--- config.mk ---
export PLATFORM = sky130hd
export DESIGN_NAME = audio_rx
export DESIGN_NICKNAME = d
export VERILOG_FILES = /design/src/rtl/audio_rx_pkg.sv /design/src/rtl/audio_rx_edge_sync.sv /design/src/rtl/audio_rx.sv
export SDC_FILE = /design/constraint.sdc
export NUM_CORES = 1
export LEC_CHECK = 0
export BUFFER_PORTS_ARGS = -buffer_cell sky130_fd_sc_hd__buf_2
export CAP_MARGIN = 20
export CORE_ASPECT_RATIO = 1.2
export CORE_MARGIN = 4
export CORE_UTILIZATION = 56
export CTS_CLUSTER_DIAMETER = 150
export DETAILED_ROUTE_END_ITERATION = 12
export GPL_TIMING_DRIVEN = 1
export PLACE_DENSITY = 0.74
export SYNTH_ARGS = -nofsm -noshare
export SYNTH_HDL_FRONTEND = slang
export SYNTH_SLANG_ARGS = --single-unit
export TNS_END_PERCENT = 5
--- constraint.sdc ---
create_clock -name clk -period 12.1 [get_ports clk]
set_input_delay 1.21 -clock clk [delete_from_list [all_inputs] [get_ports clk]]
set_output_delay 1.21 -clock clk [all_outputs]
set_load 0.02 [all_outputs]
--- src/rtl/audio_rx_pkg.sv ---
// -----------------------------------------------------------------------------
// audio_rx_pkg
// Shared constants and types for the I2S-style audio receiver.
//   AUDIO_W  : width of the MSB-aligned sample outputs
//   CNT_W    : width of the per-channel bit counter (must hold 0..32)
//   state_e  : receiver state (ALIGN until first ws rise, then LEFT/RIGHT)
// -----------------------------------------------------------------------------
package audio_rx_pkg;

    localparam int AUDIO_W = 32;
    localparam int CNT_W   = 6;

    typedef enum logic [1:0] {
        ST_ALIGN = 2'd0,
        ST_LEFT  = 2'd1,
        ST_RIGHT = 2'd2
    } state_e;

endpackage

--- src/rtl/audio_rx_edge_sync.sv ---
// -----------------------------------------------------------------------------
// audio_rx_edge_sync
// Two-flop synchronizer for an asynchronous codec pin plus one history flop,
// producing the synchronized level and single-cycle rise/fall strobes.
// Ports:
//   clk, rst  : system clock, asynchronous active-high reset
//   sig_i     : asynchronous input pin
//   level_o   : synchronized level (second sync stage)
//   rise_o    : 1 for one clk when the synchronized level goes 0->1
//   fall_o    : 1 for one clk when the synchronized level goes 1->0
// -----------------------------------------------------------------------------
module audio_rx_edge_sync (
    input  logic clk,
    input  logic rst,
    input  logic sig_i,
    output logic level_o,
    output logic rise_o,
    output logic fall_o
);

    // [0] = first sync stage, [1] = second sync stage, [2] = history
    logic [2:0] sync_q;

    always_ff @(posedge clk or posedge rst) begin
        if (rst) begin
            sync_q <= '0;
        end else begin
            sync_q <= {sync_q[1:0], sig_i};
        end
    end

    assign level_o = sync_q[1];
    assign rise_o  = sync_q[1] & ~sync_q[2];
    assign fall_o  = ~sync_q[1] & sync_q[2];

endmodule

--- src/rtl/audio_rx.sv ---
// -----------------------------------------------------------------------------
// audio_rx
// I2S-style audio receiver. Oversamples bit clock, word clock and serial data
// in the clk domain, assembles one left/right pair per frame (ws_lrc=1 left,
// ws_lrc=0 right, MSB first, sampled on bclk rise) and presents it with a
// one-cycle data_valid pulse. frame_err pulses when a channel ends short.
// Parameters:
//   DATA_W      : bits captured per channel (1..32), MSB-aligned into 32 bits
// Build option:
//   AUDIO_RX_DELAY1_EN : when defined, Philips I2S timing - the first bclk
//                        rise after each word-clock edge is skipped. When not
//                        defined, left-justified timing (first rise is MSB).
// Ports:
//   clk, rst    : system clock (>= 4x bclk), asynchronous active-high reset
//   sck_bclk    : codec bit clock (async)
//   ws_lrc      : codec word clock (async)
//   sdata       : codec ADC serial data (async)
//   left_data   : last complete left sample
//   right_data  : last complete right sample
//   data_valid  : 1-cycle pulse, new pair on left_data/right_data
//   frame_err   : 1-cycle pulse, a channel ended with fewer than DATA_W bits
// -----------------------------------------------------------------------------
module audio_rx
    import audio_rx_pkg::*;
#(
    parameter int DATA_W = 24
) (
    input  logic               clk,
    input  logic               rst,
    input  logic               sck_bclk,
    input  logic               ws_lrc,
    input  logic               sdata,
    output logic [AUDIO_W-1:0] left_data,
    output logic [AUDIO_W-1:0] right_data,
    output logic               data_valid,
    output logic               frame_err
);

`ifdef AUDIO_RX_DELAY1_EN
    localparam bit SKIP_FIRST = 1'b1;
`else
    localparam bit SKIP_FIRST = 1'b0;
`endif

    // ------------------------------------------------------------------
    // Input synchronization
    // ------------------------------------------------------------------
    logic bclk_level, bclk_rise, bclk_fall;
    logic ws_level, ws_rise, ws_fall;
    logic [1:0] sdata_sync_q;
    logic sdata_s;

    audio_rx_edge_sync u_bclk_sync (
        .clk     (clk),
        .rst     (rst),
        .sig_i   (sck_bclk),
        .level_o (bclk_level),
        .rise_o  (bclk_rise),
        .fall_o  (bclk_fall)
    );

    audio_rx_edge_sync u_ws_sync (
        .clk     (clk),
        .rst     (rst),
        .sig_i   (ws_lrc),
        .level_o (ws_level),
        .rise_o  (ws_rise),
        .fall_o  (ws_fall)
    );

    // Same two-stage delay as the edge detectors so data lines up with bclk_rise
    always_ff @(posedge clk or posedge rst) begin
        if (rst) begin
            sdata_sync_q <= '0;
        end else begin
            sdata_sync_q <= {sdata_sync_q[0], sdata};
        end
    end
    assign sdata_s = sdata_sync_q[1];

    logic unused_sync;
    assign unused_sync = ^{bclk_level, bclk_fall, ws_level};

    // ------------------------------------------------------------------
    // Capture datapath
    // ------------------------------------------------------------------
    state_e             state_q;
    logic [CNT_W-1:0]   cnt_q, cnt_d, cnt_base;
    logic               skip_q, skip_d, skip_base;
    logic [AUDIO_W-1:0] left_sr_q, left_sr_d;
    logic [AUDIO_W-1:0] right_sr_q, right_sr_d;
    logic [AUDIO_W-1:0] left_hold_q;
    logic               enter_left, enter_right, enter, in_frame;
    logic               to_left_chan, take, short_word, pair_done;
    logic [4:0]         bit_idx;

    always_comb begin
        enter_left   = ws_rise && (state_q != ST_LEFT);
        enter_right  = ws_fall && (state_q == ST_LEFT);
        enter        = enter_left || enter_right;
        pair_done    = enter_left && (state_q == ST_RIGHT);
        in_frame     = enter || (state_q != ST_ALIGN);
        to_left_chan = enter_left || (!enter_right && (state_q == ST_LEFT));
        short_word   = cnt_q < CNT_W'(DATA_W);

        // A word-clock edge is applied before any bit sampled in the same
        // cycle, so that bit lands as bit 0 of the newly entered channel.
        cnt_base  = enter ? '0 : cnt_q;
        skip_base = SKIP_FIRST && (enter || skip_q);
        take      = bclk_rise && in_frame && !skip_base
                    && (cnt_base < CNT_W'(DATA_W));
        bit_idx   = 5'(AUDIO_W - 1 - int'(cnt_base));

        left_sr_d  = enter_left  ? '0 : left_sr_q;
        right_sr_d = enter_right ? '0 : right_sr_q;
        if (take) begin
            if (to_left_chan) begin
                left_sr_d[bit_idx] = sdata_s;
            end else begin
                right_sr_d[bit_idx] = sdata_s;
            end
        end

        cnt_d  = cnt_base;
        skip_d = skip_base;
        if (bclk_rise && in_frame) begin
            if (skip_base) begin
                skip_d = 1'b0;
            end else if (take) begin
                cnt_d = cnt_base + 1'b1;
            end
        end
    end

    always_ff @(posedge clk or posedge rst) begin
        if (rst) begin
            state_q     <= ST_ALIGN;
            cnt_q       <= '0;
            skip_q      <= 1'b0;
            left_sr_q   <= '0;
            right_sr_q  <= '0;
            left_hold_q <= '0;
            left_data   <= '0;
            right_data  <= '0;
            data_valid  <= 1'b0;
            frame_err   <= 1'b0;
        end else begin
            if (enter_left) begin
                state_q <= ST_LEFT;
            end else if (enter_right) begin
                state_q <= ST_RIGHT;
            end
            cnt_q      <= cnt_d;
            skip_q     <= skip_d;
            left_sr_q  <= left_sr_d;
            right_sr_q <= right_sr_d;

            // Left word is parked until the matching right word completes
            if (enter_right) begin
                left_hold_q <= left_sr_q;
            end
            if (pair_done) begin
                left_data  <= left_hold_q;
                right_data <= right_sr_q;
            end
            data_valid <= pair_done;
            frame_err  <= (enter_right || pair_done) && short_word;
        end
    end

endmodule
==> results of run 1 <==
==> placed cells by master, fill, tap and decap left out, drive strengths merged, types with 2 or more instances in the layout <==
master  instances
o21ai           2
nor4b           2
o311ai         12
a211oi          9
clkbuf         17
nand3           8
mux2           64
bufinv          5
nand4           6
dfrtp         178
inv            12
nand2b          4
ha              4
and2           18
nor2b           6
clkinv          3
o41ai           8
a21oi           2
o211ai          3
nand2         145
mux2i          41
nor3           32
buf            82
nor2            3
==> kinds of logic (layout without fill, tap and decap cells) <==
group,Yosys count,count (layout),share of synthesized area
adder cells (fa/ha/maj),4,4,0.00682
AND/OR/NAND/NOR,229,229,0.147
multiplexers,105,105,0.154
buffers and inverters,49,119,0.0355
flip-flops,178,178,0.607
XOR/XNOR,2,2,0.00239
AO/OA/AOI/OAI,39,39,0.0471
==> registers in the layout, indices dropped and copies added (netlist names), 3 cells and up <==
name	flops
right_sr_q	32
u_bclk_sync.sync_q	3
left_data	32
left_sr_q	32
right_data	32
left_hold_q	32
cnt_q	6
u_ws_sync.sync_q	3
==> worst max-delay path by stage <==
stage,from,to,slack [ps],depth (start not counted)
2_1_floorplan,rst,cnt_q[0],6060,1
3_3_place_gp,state_q[0],left_sr_q[30],9090,9
3_5_place_dp,state_q[1],left_sr_q[30],8930,10
4_1_cts,state_q[1],left_sr_q[28],8920,9
6_report,state_q[1],left_sr_q[30],8920,10
5_1_grt,state_q[0],left_sr_q[30],8600,9
==> report_power, final <==
group	internal (mW)	switching, mW	total [mW]
Sequential	0.621	0.0238	0.645
Combinational	0.0462	0.0938	0.140
Clock	0.370	0.235	0.605
==> layer usage <==
metal,routed length [um],GRT usage
met3,589,0.0482
met1,6110,0.267
met4,238,0.0641
met2,6960,0.315
met5,0,0
==> metrics by stage <==
stage | instance area (um^2) | cells | hold WS (ps)
3_5_place_dp | 7760 | 805 | 335
5_1_grt | 8480 | 840 | 353
2_1_floorplan | 7340 | 606 | 331
4_1_cts | 8410 | 836 | 352
3_3_place_gp | 7730 | 802 | 333
6_report | 8480 | 840 | 349
==> worst max-delay path: cells and delay by family (launching register included) <==
kind | cells | cell delay [ps]
and+or+nand+nor | 2 | 490
muxes | 1 | 210
DFF | 1 | 600
buffers and inverters | 3 | 640
AOI/OAI and AO/OA | 3 | 990
adders and majority gates | 1 | 180
==> cell type report <==
class / instances / area, um^2
Tap cell: 164 / 205
Multi-Input combinational cell: 379 / 2650
Inverter: 6 / 27.5
Sequential cell: 178 / 4450
Clock buffer: 17 / 425
Timing Repair Buffer: 82 / 492
Fill cell: 1009 / 4240
Clock inverter: 14 / 224
==> impl_metrics.env, run 1 <==
export IMPL_yosysMostFrequentCell="dfrtp_1"
export IMPL_drv_cap=0
export IMPL_max_freq_mhz=314
export IMPL_setup_violations=0
export IMPL_start_util=0.577
export IMPL_worstSetupPathType="flip-flop to flip-flop"
export IMPL_reg2reg_slack_ps=8920
export IMPL_drive_gt1_frac=0.287
export IMPL_r2r_start="state_q[1]"
export IMPL_hold_depth=0
export IMPL_yosys_register_bits=178
export IMPL_worstRegToRegCells=10
export IMPL_required_ps=12440
export IMPL_clock_path_buffers=2
export IMPL_fin_ws_ps=8920
export IMPL_place_congestion=0.855
export IMPL_hold_buffers=0
export IMPL_critPathCaptureType="flip-flop"
export IMPL_antenna_left=0
export IMPL_ys_types=39
export IMPL_viasPerCell=5.52
export IMPL_timing_rr_end="left_sr_q[30]"
export IMPL_ys_seq_area_frac=0.607
export IMPL_synth_area_per_cell_um2=12.1
export IMPL_powerDensity_mw_per_mm2=164
export IMPL_finalWirelength_mm=13.9
export IMPL_dp_final_hpwl_mm=8.69
export IMPL_root_buffer="clkbuf_16"
export IMPL_io_pins=71
export IMPL_yosys_area_top_type="dfrtp_1"
export IMPL_fin_skew_ps=5.78
export IMPL_synth_nets=615
export IMPL_tightest_slew_ps=934
export IMPL_synthTopCellsByArea="dfrtp_1, mux2_2, nand2_1"
export IMPL_yosysWarnings=0
export IMPL_fin_crit_sh=0.263
export IMPL_fin_crit_ps=3180
export IMPL_power_mw=1.39
export IMPL_synth_ff_type="dfrtp_1"
export IMPL_postCtsSetupBuffers=0
export IMPL_cts_sinks=178
export IMPL_final_util=0.667
export IMPL_min_from="u_bclk_sync.sync_q[0]"
export IMPL_gr_usage_all_layers=0.197
export IMPL_setup_tns_ps=0
export IMPL_drc=0
export IMPL_slew_viol_final=0
export IMPL_grt_pass1_wl_mm=24.0
export IMPL_yosys_top_cells_count="dfrtp_1, nand2_1, mux2_2"
export IMPL_rows=45
export IMPL_die_w_um=113
export IMPL_cp_slowest_cell="dfrtp_1"
export IMPL_first_pass_iters=4
export IMPL_p_leak_nw=4.24
export IMPL_critPathMaxFanout=35
export IMPL_path_cells="and4bb_1 > buf_4 > a21oi_1 > nand2_1 > inv_1 > ha_1 > o311ai_2 > buf_6 > a211oi_1 > mux2i_1"
export IMPL_worst_setup_path_start_kind="flip-flop"
export IMPL_grt_max_degree=106
export IMPL_synth_edff_count=0
export IMPL_syn2layout_area_growth_pct=15.6
export IMPL_status="completed"
export IMPL_slowest_delay_ps=600
export IMPL_wire_per_inst_um=16.5
export IMPL_drtIter0Drc=383
export IMPL_hp_class="flip-flop to flip-flop"
export IMPL_critPathArrivalTime_ps=3520
export IMPL_cts_resized=0
export IMPL_synth_top_area_share=0.607
export IMPL_tritoncts="done"
export IMPL_clkTransAtPathRegs_ps=70
export IMPL_die_area_mm2=0.0150
export IMPL_finalHoldViolCount=0
export IMPL_core_mm2=0.0127
export IMPL_ir_worst_vdd_mv=0.0915
export IMPL_overflow=0
export IMPL_grt_pass1_vias=4789
export IMPL_ys_async_sr_fraction=1.00
export IMPL_pre_cts_slack_ps=8930
export IMPL_nets=673
export IMPL_route_vias_total=4633
export IMPL_grt_setup_unrepaired="no"
export IMPL_min_to="u_bclk_sync.sync_q[1]"
export IMPL_io_buffers=70
export IMPL_syn_area_mm2=0.00734
export IMPL_htree_levels=4
export IMPL_cts_inserted_buffers=17
export IMPL_maxSlewHeadroom=0.375
export IMPL_die_h_um=133
export IMPL_clkLatencyLatePin_ps=420
export IMPL_antenna_found_initial=0
export IMPL_antennaDiodeCount=0
export IMPL_synthCells=606
(Power assumes the default switching activity.)
==> inputs of run 2 (changes only) <==
--- a/config.mk
+++ b/config.mk
@@ -5,6 +5,7 @@
 export SDC_FILE = /design/constraint.sdc
 export NUM_CORES = 1
 export LEC_CHECK = 0
+export ABC_AREA = 1
 export BUFFER_PORTS_ARGS = -buffer_cell sky130_fd_sc_hd__buf_2
 export CAP_MARGIN = 20
 export CORE_ASPECT_RATIO = 1.2
==> constraint.sdc (replaced) <==
create_clock -name clk -period 3 [get_ports clk]
set_input_delay 0.3 -clock clk [delete_from_list [all_inputs] [get_ports clk]]
set_output_delay 0.3 -clock clk [all_outputs]
set_load 0.02 [all_outputs]
==> run 2 against run 1 <==
Clock power grew to 3.5 times the previous value. Global-route usage is 0.80 points higher. Setup slack worse by 8100 ps. Combinational power rose to 5.3 times the previous value. Cell count is 30% higher. Utilization down 0.88 points. Non-clock buffer count grew 1. Clock skew increased by 6.8 ps. Critical path depth increased by 1. Final area decreased by 0.89%. Register-to-register slack lost 8100 ps. Critical path type unchanged. Largest power group unchanged.
==> impl_metrics.env, run 2 <==
export IMPL_finalHoldViolCount=0
export IMPL_clkLatencyLatePin_ps=420
export IMPL_clkTransAtPathRegs_ps=60
export IMPL_tritoncts="done"
export IMPL_fin_skew_ps=12.6
export IMPL_antenna_found_initial=0
export IMPL_fin_crit_sh=0.714
export IMPL_final_util=0.658
export IMPL_syn2layout_area_growth_pct=14.3
export IMPL_clock_path_buffers=2
export IMPL_gr_usage_all_layers=0.205
export IMPL_yosys_register_bits=178
export IMPL_path_buf_inv=2
export IMPL_place_congestion=0.933
export IMPL_antenna_left=0
export IMPL_powerDensity_mw_per_mm2=646
export IMPL_worst_setup_path_start_kind="flip-flop"
export IMPL_rows=45
export IMPL_critPathCaptureType="flip-flop"
export IMPL_mostFrequentLayoutCell="nand2_1"
export IMPL_hold_depth=0
export IMPL_required_ps=3310
export IMPL_syn_area_mm2=0.00735
export IMPL_cp_num_cells=11
export IMPL_grt_pass1_wl_mm=24.9
export IMPL_drc=0
export IMPL_grt_max_degree=98
export IMPL_overflow=0
export IMPL_synthCells=855
export IMPL_synth_nets=864
export IMPL_ir_worst_vdd_mv=0.383
export IMPL_nFillCells=1076
export IMPL_critPathArrivalTime_ps=2450
export IMPL_fin_crit_ps=2140
export IMPL_crit_family="simple AND/OR/NAND/NOR gates"
export IMPL_finalInstanceArea_mm2=0.00841
export IMPL_critPathMaxFanout=5
export IMPL_drive_gt1_frac=0.135
export IMPL_crit_top_cell="nand2_1"
export IMPL_maxSlewHeadroom=0.425
export IMPL_synth_ff_type="dfrtp_1"
export IMPL_finalWirelength_mm=14.6
export IMPL_root_buffer="clkbuf_16"
export IMPL_wire_per_inst_um=13.4
export IMPL_tightest_slew_ps=862
export IMPL_route_vias_total=5438
export IMPL_slowest_delay_ps=410
export IMPL_antennaDiodeCount=0
export IMPL_cts_sinks=178
export IMPL_status="completed"
export IMPL_synth_edff_count=0
export IMPL_yosys_top_cells_count="nand2_1, dfrtp_1, inv_1"
export IMPL_die_h_um=134
export IMPL_grt_setup_unrepaired="no"
export IMPL_cp_slowest_cell="dfrtp_1"
export IMPL_p_leak_nw=4.51
export IMPL_core_mm2=0.0128
export IMPL_die_w_um=113
export IMPL_yosysWarnings=0
export IMPL_start_util=0.575
export IMPL_io_buffers=70
export IMPL_drtIter0Drc=405
export IMPL_hp_class="flip-flop to flip-flop"
export IMPL_synth_top_area_share=0.606
export IMPL_worstSetupPathType="flip-flop to flip-flop"
export IMPL_final_cell_mix="nand2_1, dfrtp_1, inv_1"
export IMPL_dp_final_hpwl_mm=9.54
export IMPL_cts_inserted_buffers=17
export IMPL_max_freq_mhz=467
export IMPL_io_pins=71
export IMPL_setup_tns_ps=0
export IMPL_ys_async_sr_fraction=1.00
export IMPL_yosysMostFrequentCell="nand2_1"
export IMPL_first_pass_iters=5
export IMPL_htree_levels=4
export IMPL_synth_area_per_cell_um2=8.60
export IMPL_ys_seq_area_frac=0.606
export IMPL_die_area_mm2=0.0150
export IMPL_grt_pass1_vias=5151
export IMPL_dpl_cell_area_mm2=0.00779
export IMPL_nets=925
export IMPL_postCtsSetupBuffers=0
export IMPL_path_cells="inv_2 > nand2_1 > nand2_1 > nand2_1 > nor2_1 > ha_1 > inv_1 > nor2_1 > nand2_1 > nand2_1 > nand2_1"
export IMPL_slew_viol_final=0
export IMPL_ys_types=25
export IMPL_whs_ps=348
export IMPL_worstRegToRegCells=11
export IMPL_viasPerCell=4.98
export IMPL_synthTopCellsByArea="dfrtp_1, nand2_1, o21ai_0"
export IMPL_drv_cap=0
export IMPL_yosys_area_top_type="dfrtp_1"
export IMPL_setup_violations=0
==> run 2: changes by cell type in the layout (fill, tap and decap cells not counted), moves of 41 or more <==
cell     before  now
inv_1         5   92
nand3_1       8   53
mux2i_1      41    0
o21ai_0       1   82
mux2_2       64    0
nand2_1     145  284
nor2_1        3   85
==> run 2: worst paths after layout <==
| kind | start | endpoint | slack, ps |
|---|---|---|---|
| worst min-delay path | u_ws_sync.sync_q[0] | u_ws_sync.sync_q[1] | 350 |
| max in group asynchronous | rst | right_sr_q[13] | 1590 |
| worst max-delay path | state_q[1] | left_sr_q[17] | 860 |
| worst min register to register | u_ws_sync.sync_q[0] | u_ws_sync.sync_q[1] | 350 |
| worst max register to register | state_q[1] | left_sr_q[17] | 860 |
| min in group asynchronous | rst | left_data[2] | 540 |
==> run 2: final cells by class <==
cell class                      instances  area (um^2)  area share
Clock buffer                           21          470      0.0560
Multi-Input combinational cell        538         2320       0.276
Sequential cell                       178         4450       0.530
Inverter                               98          372      0.0442
Tap cell                              164          205      0.0244
Clock inverter                         10          101      0.0121
Timing Repair Buffer                   83          483      0.0574
==> run 2: kinds of logic (layout without fill, tap and decap cells) <==
| kind of cell | after synthesis | in the layout | share of synthesized area |
|---|---|---|---|
| AOI/OAI and AO/OA | 92 | 92 | 0.0630 |
| buffers and inverters | 139 | 212 | 0.0788 |
| DFF | 178 | 178 | 0.606 |
| xor gates and xnor gates | 2 | 2 | 0.00238 |
| and+or+nand+nor | 440 | 440 | 0.243 |
| adders and majority gates | 4 | 4 | 0.00681 |
==> run 2: timing repair <==
action,CTS,global route
endpoints found under the setup margin,0,0
hold buffers,4,0
hold endpoints to repair,31,0
resized for setup,0,0
==> run 2: metal layers <==
metal | GRT usage | up-vias | wire length [um]
met5 | 0 | - | 0
met4 | 0.0661 | 0 | 176
met3 | 0.0445 | 18 | 758
met2 | 0.310 | 131 | 6780
met1 | 0.299 | 2534 | 6880
li1 | - | 2755 | -
==> run 2: through the flow <==
step           instances  setup slack (ps)  power, mW
6_report            1092               858       5.43
5_1_grt             1092               638       5.68
4_1_cts             1092               869       5.47
3_5_place_dp        1057               883       3.34
3_3_place_gp        1057               898       3.33
2_1_floorplan        855               419       3.16
==> run 2: report_power, final <==
| group | switching [mW] | total, mW | internal [mW] |
|---|---|---|---|
| logic | 0.566 | 0.736 | 0.171 |
| clock network | 0.917 | 2.13 | 1.22 |
| registers | 0.0575 | 2.56 | 2.50 |
| total | 1.54 | 5.43 | 3.89 |
==> run 2: worst register-to-register path, stage by stage, from the launching register on <==
cell and delay (ps):
dfrtp_1 410, inv_2 100, nand2_1 80, nand2_1 120, nand2_1 160, nor2_1 240, ha_1 260, inv_1 110
nor2_1 340, nand2_1 100, nand2_1 70, nand2_1 50
